**config.mk**
```make
export PLATFORM = sky130hd
export DESIGN_NAME = mem_port_arbiter
export DESIGN_NICKNAME = d
export VERILOG_FILES = /design/src/rtl/mem_port_arbiter.sv
export SDC_FILE = /design/constraint.sdc
export NUM_CORES = 1
export LEC_CHECK = 0
export BUFFER_PORTS_ARGS = -buffer_cell sky130_fd_sc_hd__buf_4
export CAP_MARGIN = 0
export CORE_MARGIN = 2
export CORE_UTILIZATION = 35
export DETAILED_ROUTE_END_ITERATION = 16
export PLACE_DENSITY = 0.66
export SYNTH_ARGS = -nofsm -noshare
export SYNTH_HDL_FRONTEND = slang
export SYNTH_SLANG_ARGS = --single-unit
export TNS_END_PERCENT = 100
```
**constraint.sdc**
```tcl
create_clock -name clk -period 2.3 [get_ports clk]
set_clock_uncertainty 0.15 [all_clocks]
set_input_delay 0.345 -clock clk [delete_from_list [all_inputs] [get_ports clk]]
set_output_delay 0.345 -clock clk [all_outputs]
set_load 0.02 [all_outputs]
```
**src/rtl/mem_port_arbiter.sv**
```systemverilog
`default_nettype none
// ============================================================================
//  Module      : mem_port_arbiter
//  Description : Merges the CPU's instruction-fetch port (A) and load/store
//                port (B) onto one physical memory port. One transaction is
//                in flight at a time; the winner's request is latched and the
//                shared port is driven from registers. The response is routed
//                only to the granted requester.
//  Options     : ARB_ROUND_ROBIN_EN - when defined, simultaneous requests in
//                IDLE alternate between ports (the one not granted last).
//                When undefined, port B always wins a tie.
//  Revision    : 1.0 - initial release
// ============================================================================
module mem_port_arbiter #(
  parameter int WORD_W = 16,
  parameter int MASK_W = 2
) (
  input  logic              clk,
  input  logic              reset,
  // fetch port
  input  logic              mem_read_a,
  input  logic              mem_write_a,
  input  logic [MASK_W-1:0] mem_byte_enable_a,
  input  logic [WORD_W-1:0] mem_address_a,
  input  logic [WORD_W-1:0] mem_wdata_a,
  output logic              mem_resp_a,
  output logic [WORD_W-1:0] mem_rdata_a,
  // load/store port
  input  logic              mem_read_b,
  input  logic              mem_write_b,
  input  logic [MASK_W-1:0] mem_byte_enable_b,
  input  logic [WORD_W-1:0] mem_address_b,
  input  logic [WORD_W-1:0] mem_wdata_b,
  output logic              mem_resp_b,
  output logic [WORD_W-1:0] mem_rdata_b,
  // shared physical port
  output logic              pmem_read,
  output logic              pmem_write,
  output logic [MASK_W-1:0] pmem_byte_enable,
  output logic [WORD_W-1:0] pmem_address,
  output logic [WORD_W-1:0] pmem_wdata,
  input  logic              pmem_resp,
  input  logic [WORD_W-1:0] pmem_rdata
);

  typedef enum logic [1:0] {
    IDLE    = 2'd0,
    SERVE_A = 2'd1,
    SERVE_B = 2'd2
  } state_e;

  typedef enum logic {
    GRANT_A = 1'b0,
    GRANT_B = 1'b1
  } grant_e;

  state_e            state_q, state_d;
  grant_e            last_grant_q, last_grant_d;
  logic              pmem_read_q, pmem_read_d;
  logic              pmem_write_q, pmem_write_d;
  logic [MASK_W-1:0] be_q, be_d;
  logic [WORD_W-1:0] addr_q, addr_d;
  logic [WORD_W-1:0] wdata_q, wdata_d;
  logic [WORD_W-1:0] rdata_a_q, rdata_a_d;
  logic [WORD_W-1:0] rdata_b_q, rdata_b_d;

  logic              req_a;
  logic              req_b;
  logic              pick_b;
  logic              sel_read;
  logic              sel_write;
  logic [MASK_W-1:0] sel_be;
  logic [WORD_W-1:0] sel_addr;
  logic [WORD_W-1:0] sel_wdata;

  assign req_a = mem_read_a | mem_write_a;
  assign req_b = mem_read_b | mem_write_b;

  // Choose which port would win if arbitration happens this cycle
  always_comb begin
    pick_b = req_b;
    if (req_a && req_b) begin
`ifdef ARB_ROUND_ROBIN_EN
      pick_b = (last_grant_q == GRANT_A);
`else
      pick_b = 1'b1;
`endif
    end
  end

  assign sel_read  = pick_b ? mem_read_b        : mem_read_a;
  assign sel_write = pick_b ? mem_write_b       : mem_write_a;
  assign sel_be    = pick_b ? mem_byte_enable_b : mem_byte_enable_a;
  assign sel_addr  = pick_b ? mem_address_b     : mem_address_a;
  assign sel_wdata = pick_b ? mem_wdata_b       : mem_wdata_a;

  // Next-state, request latching and completion handling
  always_comb begin
    state_d      = state_q;
    last_grant_d = last_grant_q;
    pmem_read_d  = pmem_read_q;
    pmem_write_d = pmem_write_q;
    be_d         = be_q;
    addr_d       = addr_q;
    wdata_d      = wdata_q;
    rdata_a_d    = rdata_a_q;
    rdata_b_d    = rdata_b_q;
    case (state_q)
      IDLE: begin
        if (req_a || req_b) begin
          state_d      = pick_b ? SERVE_B : SERVE_A;
          // a request with both read and write set is carried out as a write
          pmem_read_d  = sel_read & ~sel_write;
          pmem_write_d = sel_write;
          be_d         = sel_be;
          addr_d       = sel_addr;
          wdata_d      = sel_wdata;
        end
      end
      SERVE_A: begin
        if (pmem_resp) begin
          state_d      = IDLE;
          last_grant_d = GRANT_A;
          pmem_read_d  = 1'b0;
          pmem_write_d = 1'b0;
          rdata_a_d    = pmem_rdata;
        end
      end
      SERVE_B: begin
        if (pmem_resp) begin
          state_d      = IDLE;
          last_grant_d = GRANT_B;
          pmem_read_d  = 1'b0;
          pmem_write_d = 1'b0;
          rdata_b_d    = pmem_rdata;
        end
      end
      default: begin
        state_d      = IDLE;
        pmem_read_d  = 1'b0;
        pmem_write_d = 1'b0;
      end
    endcase
  end

  // State and output registers; reset drops the strobes immediately
  always_ff @(posedge clk or posedge reset) begin
    if (reset) begin
      state_q      <= IDLE;
      last_grant_q <= GRANT_A;
      pmem_read_q  <= 1'b0;
      pmem_write_q <= 1'b0;
      be_q         <= '0;
      addr_q       <= '0;
      wdata_q      <= '0;
      rdata_a_q    <= '0;
      rdata_b_q    <= '0;
    end else begin
      state_q      <= state_d;
      last_grant_q <= last_grant_d;
      pmem_read_q  <= pmem_read_d;
      pmem_write_q <= pmem_write_d;
      be_q         <= be_d;
      addr_q       <= addr_d;
      wdata_q      <= wdata_d;
      rdata_a_q    <= rdata_a_d;
      rdata_b_q    <= rdata_b_d;
    end
  end

  assign pmem_read        = pmem_read_q;
  assign pmem_write       = pmem_write_q;
  assign pmem_byte_enable = be_q;
  assign pmem_address     = addr_q;
  assign pmem_wdata       = wdata_q;

  // Completion is forwarded in the same cycle; idle-time responses are dropped
  assign mem_resp_a  = (state_q == SERVE_A) && pmem_resp;
  assign mem_resp_b  = (state_q == SERVE_B) && pmem_resp;
  assign mem_rdata_a = mem_resp_a ? pmem_rdata : rdata_a_q;
  assign mem_rdata_b = mem_resp_b ? pmem_rdata : rdata_b_q;

endmodule
`default_nettype wire

```
Word level (Yosys, flattened, before mapping)
Cells that the tools add are included. Widths: inputs -> output; s select.

Register bits: 70.

Equal/unequal tests: 4. Bitwise gates (word level): 4. Multiplexer cells: 17. Reduce and logical (&&, ||, !) cells: 10.

Operators by type and width (number): $mux 16 (4); $mux 2 (4); $reduce_and 2->1 (4); $mux 1 (6); $pmux 1 s2 (2); $pmux 2 s2 (1); $logic_and 1x1->1 (3); $eq 2x1->1 const B (1); $eq 2x2->1 const B (1); $logic_not 2->1 (1); $ne 2x1->1 const B (1); $ne 2x2->1 const B (1); $or 1x1->1 (2); $reduce_or 2->1 (1); $and 1x1->1 (1); $logic_or 1x1->1 (1); $not 1->1 (1).

Logic depth before layout (Yosys ltp)
Depth after elaboration: 8. Depth in mapped cells: 7.

Worst setup path before layout
Ideal clock, no wire load.

Kind: register to output. From: register state_q[1]. To: output mem_rdata_a[0]. Stages on the path, launching flop included: 6. Required time: 1805 ps. Arrival time: 1406 ps. Path buffers: 1. Slack: 399 ps. Cell sequence: dfrtp_1 -> inv_1 -> ha_1 -> nand2_1 -> buf_2 -> mux2_2.

Word-level cells in the longest chain between the ends: 3.

RTL lines: start, declared (line 57) `state_e state_q, state_d;`; start signal, assigned (line 159) `state_q <= state_d;`; $eq 2x1->1; $logic_and 1x1->1 (line 178) `assign mem_resp_a = (state_q == SERVE_A) && pmem_resp;`; $mux 16 (line 180) `assign mem_rdata_a = mem_resp_a ? pmem_rdata : rdata_a_q;`; end, declared (line 27) `output logic [WORD_W-1:0] mem_rdata_a,`.

No other way between the ends.

Worst setup path after layout
From: register state_q[1]. To: output mem_rdata_a[10].

The elaborated chain is that of the path after synthesis.

==> qor.csv <==
stage;metric;value;unit
placed_design;pre-CTS setup slack;342;ps
synthesis;synthesized cell area;0.00324;mm²
worst_hold_path;min-delay src;pmem_rdata[7];
setup_path;CP max FO;17;
grt;vias in the first global route;2535;
synthesis;Avg Inst Size Synth;12.2;µm²
synthesis;Distinct cells, synth;25;
setup_path;reg2reg end;rdata_b_q[11];
synthesis;mux share of post-synthesis cell area;0.268;
floorplanning;Starting Density;0.356;
setup_path;worst path bufs/invs;3;
finish;ANT cells;0;
routing;Final ANT Viol Nets;0;
worst_hold_path;Worst Hold End;rdata_b_q[7];
synthesis;#FFs+latches synth;70;
routing;DRT iter0 DRCs;43;
routing;Post-route DRC;0;
power_and_ir_drop;Max IR drop VDD;0.000595;V
routing;1st-pass router iterations;4;
clocking;Clock transition at path regs;80;ps
timing;relative slew slack;0.518;
synthesis;Synth Area in XOR/XNOR;0;
placed_design;# port buffers;160;
finish;synthesis-to-layout area growth;52.6;%
setup_path;R2R depth;6;
setup_path;CP cell instances;inv_1 > ha_1 > nand2_2 > buf_12 > mux2_2 > buf_4;
clocking;Clock Latency Late Sink;330;ps
clocking;CTS tree;done;
grt;grt total ovfl;0;
clocking;H-tree depth;3;
power_and_ir_drop;Clk pwr share;0.193;
clocking;clock sinks;70;
routing;Routed wire per std cell;13.9;µm
finish;layout cells sized above 1;0.547;
grt;global-route wire length before repair;12400;µm
timing;final worst path period need;2220;ps
clocking;Num CTS Buffers;9;
run_status;outcome;finished, final reports clean;
setup_path;crit-path leading delay family;buffers and inverters;
synthesis;sequential share of the synthesized area;0.540;
timing;final setup violation count;0;
setup_path;R2R Setup Slk;590;ps
setup_path;Worst Path Arrival;1720;ps
floorplanning;Ports;161;
power_and_ir_drop;Reg power frac;0.305;
setup_path;CP required;1800;ps
setup_path;Critical Path Max Stage Delay;370;ps
power_and_ir_drop;Internal;4.40;mW
flow_run;max_cap viols;0;
power_and_ir_drop;power density over cell area;1410;mW/mm²
finish;most frequent cells in the layout;162 x buf_4, 70 x dfrtp_1, 45 x mux2_2;
power_and_ir_drop;Pleak;2.43;nW
setup_path;worst r2r src;state_q[0];
synthesis;Post-Syn Instances;267;
synthesis;YS warnings;0;
floorplanning;core region area;0.00911;mm²
finish;nets;526;
grt;antenna violations before repair;0;
timing;post-route clock period utilization;0.963;
finish;final non-filler cell total;548;
finish;most common cell after layout, fill and taps aside;buf_4;
floorplanning;Die H;100;µm
clocking;maximum clock path buffer count;2;
floorplanning;Die Wd;100;µm
setup_path;Crit-path slowest cell;mux2_2;
synthesis;Compound-Gate Fraction of Synth Area;0.0791;
power_and_ir_drop;switching share of power;0.369;
setup_path;startpoint type of the worst setup path;flip-flop;
timing;worst slew pin tran;722;ps
timing;Final Hold Fails;0;
synthesis;post-synthesis adder-cell area fraction;0.0116;
placed_design;cell count after placement;528;
timing;RSZ-0062 raised after global routing;true;
floorplanning;row count;35;
placed_design;RePlAce Congestion;0.764;
timing;fmax;451;MHz
worst_hold_path;Hold Path Depth;2;
clocking;CTS Root Cell;clkbuf_8;
routing;vias per cell;4.62;
grt;global router's overall resource usage;0.157;
power_and_ir_drop;Combinational Power Share;0.503;
worst_hold_path;Worst Hold Class;in2reg;
synthesis;largest family of logic cells by synthesized area;multiplexers;
power_and_ir_drop;Psw;2.57;mW
setup_path;critical path endpoint category;primary output;
synthesis;Simple-Gate Fraction of Synth Area;0.0578;
synthesis;Synth Net Count;361;
timing;Pins Over Slew Limit;0;
setup_path;crit path kind;reg2out;
routing;Routed WL;7630;µm
timing;setup ws final;84.8;ps
placed_design;Post-DP HPWL;5590;µm
floorplanning;Die ar.;0.0101;mm²
grt;largest net degree at the start of global routing;65;
routing;vias;2533;
[timing repair]
| item | CTS | global route |
|---|---|---|
| hold buffers | 1 | 0 |
| pin swaps | 0 | 1 |
| resized for setup | 3 | 7 |
| setup buffers | 0 | 1 |
| cloned | 1 | 1 |
| endpoints found under the setup margin | 32 | 32 |
| hold endpoints to repair | 16 | 0 |
[how the worst max path moves through the flow]
stage	from	end	slack, ps	cells past startpoint
CTS	state_q[0]	mem_rdata_b[15]	-8	6
global route	state_q[1]	mem_rdata_a[2]	-5	6
detailed placement	state_q[0]	mem_rdata_b[15]	340	6
global placement	state_q[0]	mem_rdata_b[0]	380	6
floorplan	reset	pmem_address[0]	40	1
finish	state_q[1]	mem_rdata_a[10]	80	6
[layout make-up]
| type | instances | area, µm² |
|---|---|---|
| fill | 773 | 4160 |
| tap | 111 | 139 |
| clock inverter | 5 | 129 |
| sequential | 70 | 1750 |
| multi-input combinational | 174 | 1370 |
| inverter | 7 | 26.3 |
| timing repair buffer | 170 | 1380 |
| clock buffer | 11 | 151 |
[synth_stat cells]
master | number | area share
mux2_2 | 47 | 0.16
buf_2 | 6 | 0.0093
o22ai_1 | 1 | 0.0019
dfrtp_1 | 70 | 0.54
nor2_4 | 1 | 0.0035
o21ai_1 | 7 | 0.011
nor2b_1 | 1 | 0.0019
a22oi_1 | 1 | 0.0023
o41ai_4 | 1 | 0.0085
buf_6 | 6 | 0.021
mux2i_1 | 34 | 0.10
nand3_1 | 1 | 0.0015
ha_1 | 3 | 0.012
inv_1 | 7 | 0.0081
nor4_1 | 1 | 0.0019
o31ai_1 | 1 | 0.0023
o21ai_0 | 28 | 0.043
clkbuf_1 | 2 | 0.0023
clkbuf_2 | 2 | 0.0031
nand2b_1 | 1 | 0.0019
nor2_1 | 1 | 0.0012
o211ai_1 | 1 | 0.0023
and2_1 | 1 | 0.0019
nand2_1 | 38 | 0.044
a21oi_1 | 5 | 0.0077
[kinds of logic after synthesis]
group | after synthesis
multiplexers | 81
flip-flops | 70
AO/OA/AOI/OAI | 45
AND/OR/NAND/NOR | 45
buffers and inverters | 23
adder cells (fa/ha/maj) | 3
[registers in the layout, indices dropped and copies added, names as in the netlist]
register,cells
pmem_wdata,16
state_q,2
rdata_a_q,16
pmem_write,1
pmem_address,16
pmem_byte_enable,2
rdata_b_q,16
pmem_read,1
[metal layers]
| layer | GRT usage | vias to the layer above | wire length, µm |
|---|---|---|---|
| li1 | - | 1260 | - |
| met1 | 0.209 | 1136 | 3370 |
| met2 | 0.235 | 128 | 3380 |
| met3 | 0.0543 | 9 | 779 |
| met4 | 0.0601 | 0 | 94 |
| met5 | 0 | - | 0 |
[power by group through the flow]
stage,Combinational (mW),Sequential (mW),Clock [mW]
floorplan,1.70,2.48,0
global placement,3.39,2.11,0
detailed placement,3.44,2.14,0
CTS,3.50,2.13,1.39
global route,3.81,2.21,1.44
finish,3.51,2.13,1.34
[stage by stage]
stage / area (µm²) / total power [mW] / setup TNS [ps] / utilization / hold WS, ps
floorplan: 3240 / 4.17 / 0 / - / 324
global placement: 4560 / 5.50 / 0 / 0.501 / 312
detailed placement: 4560 / 5.58 / 0 / 0.501 / 322
CTS: 4890 / 7.01 / -14.2 / 0.537 / 83.4
global route: 4950 / 7.46 / -11.7 / 0.544 / 89.6
finish: 4950 / 6.98 / 0 / 0.544 / 109
Note: power is estimated with default switching activity, not from simulation.
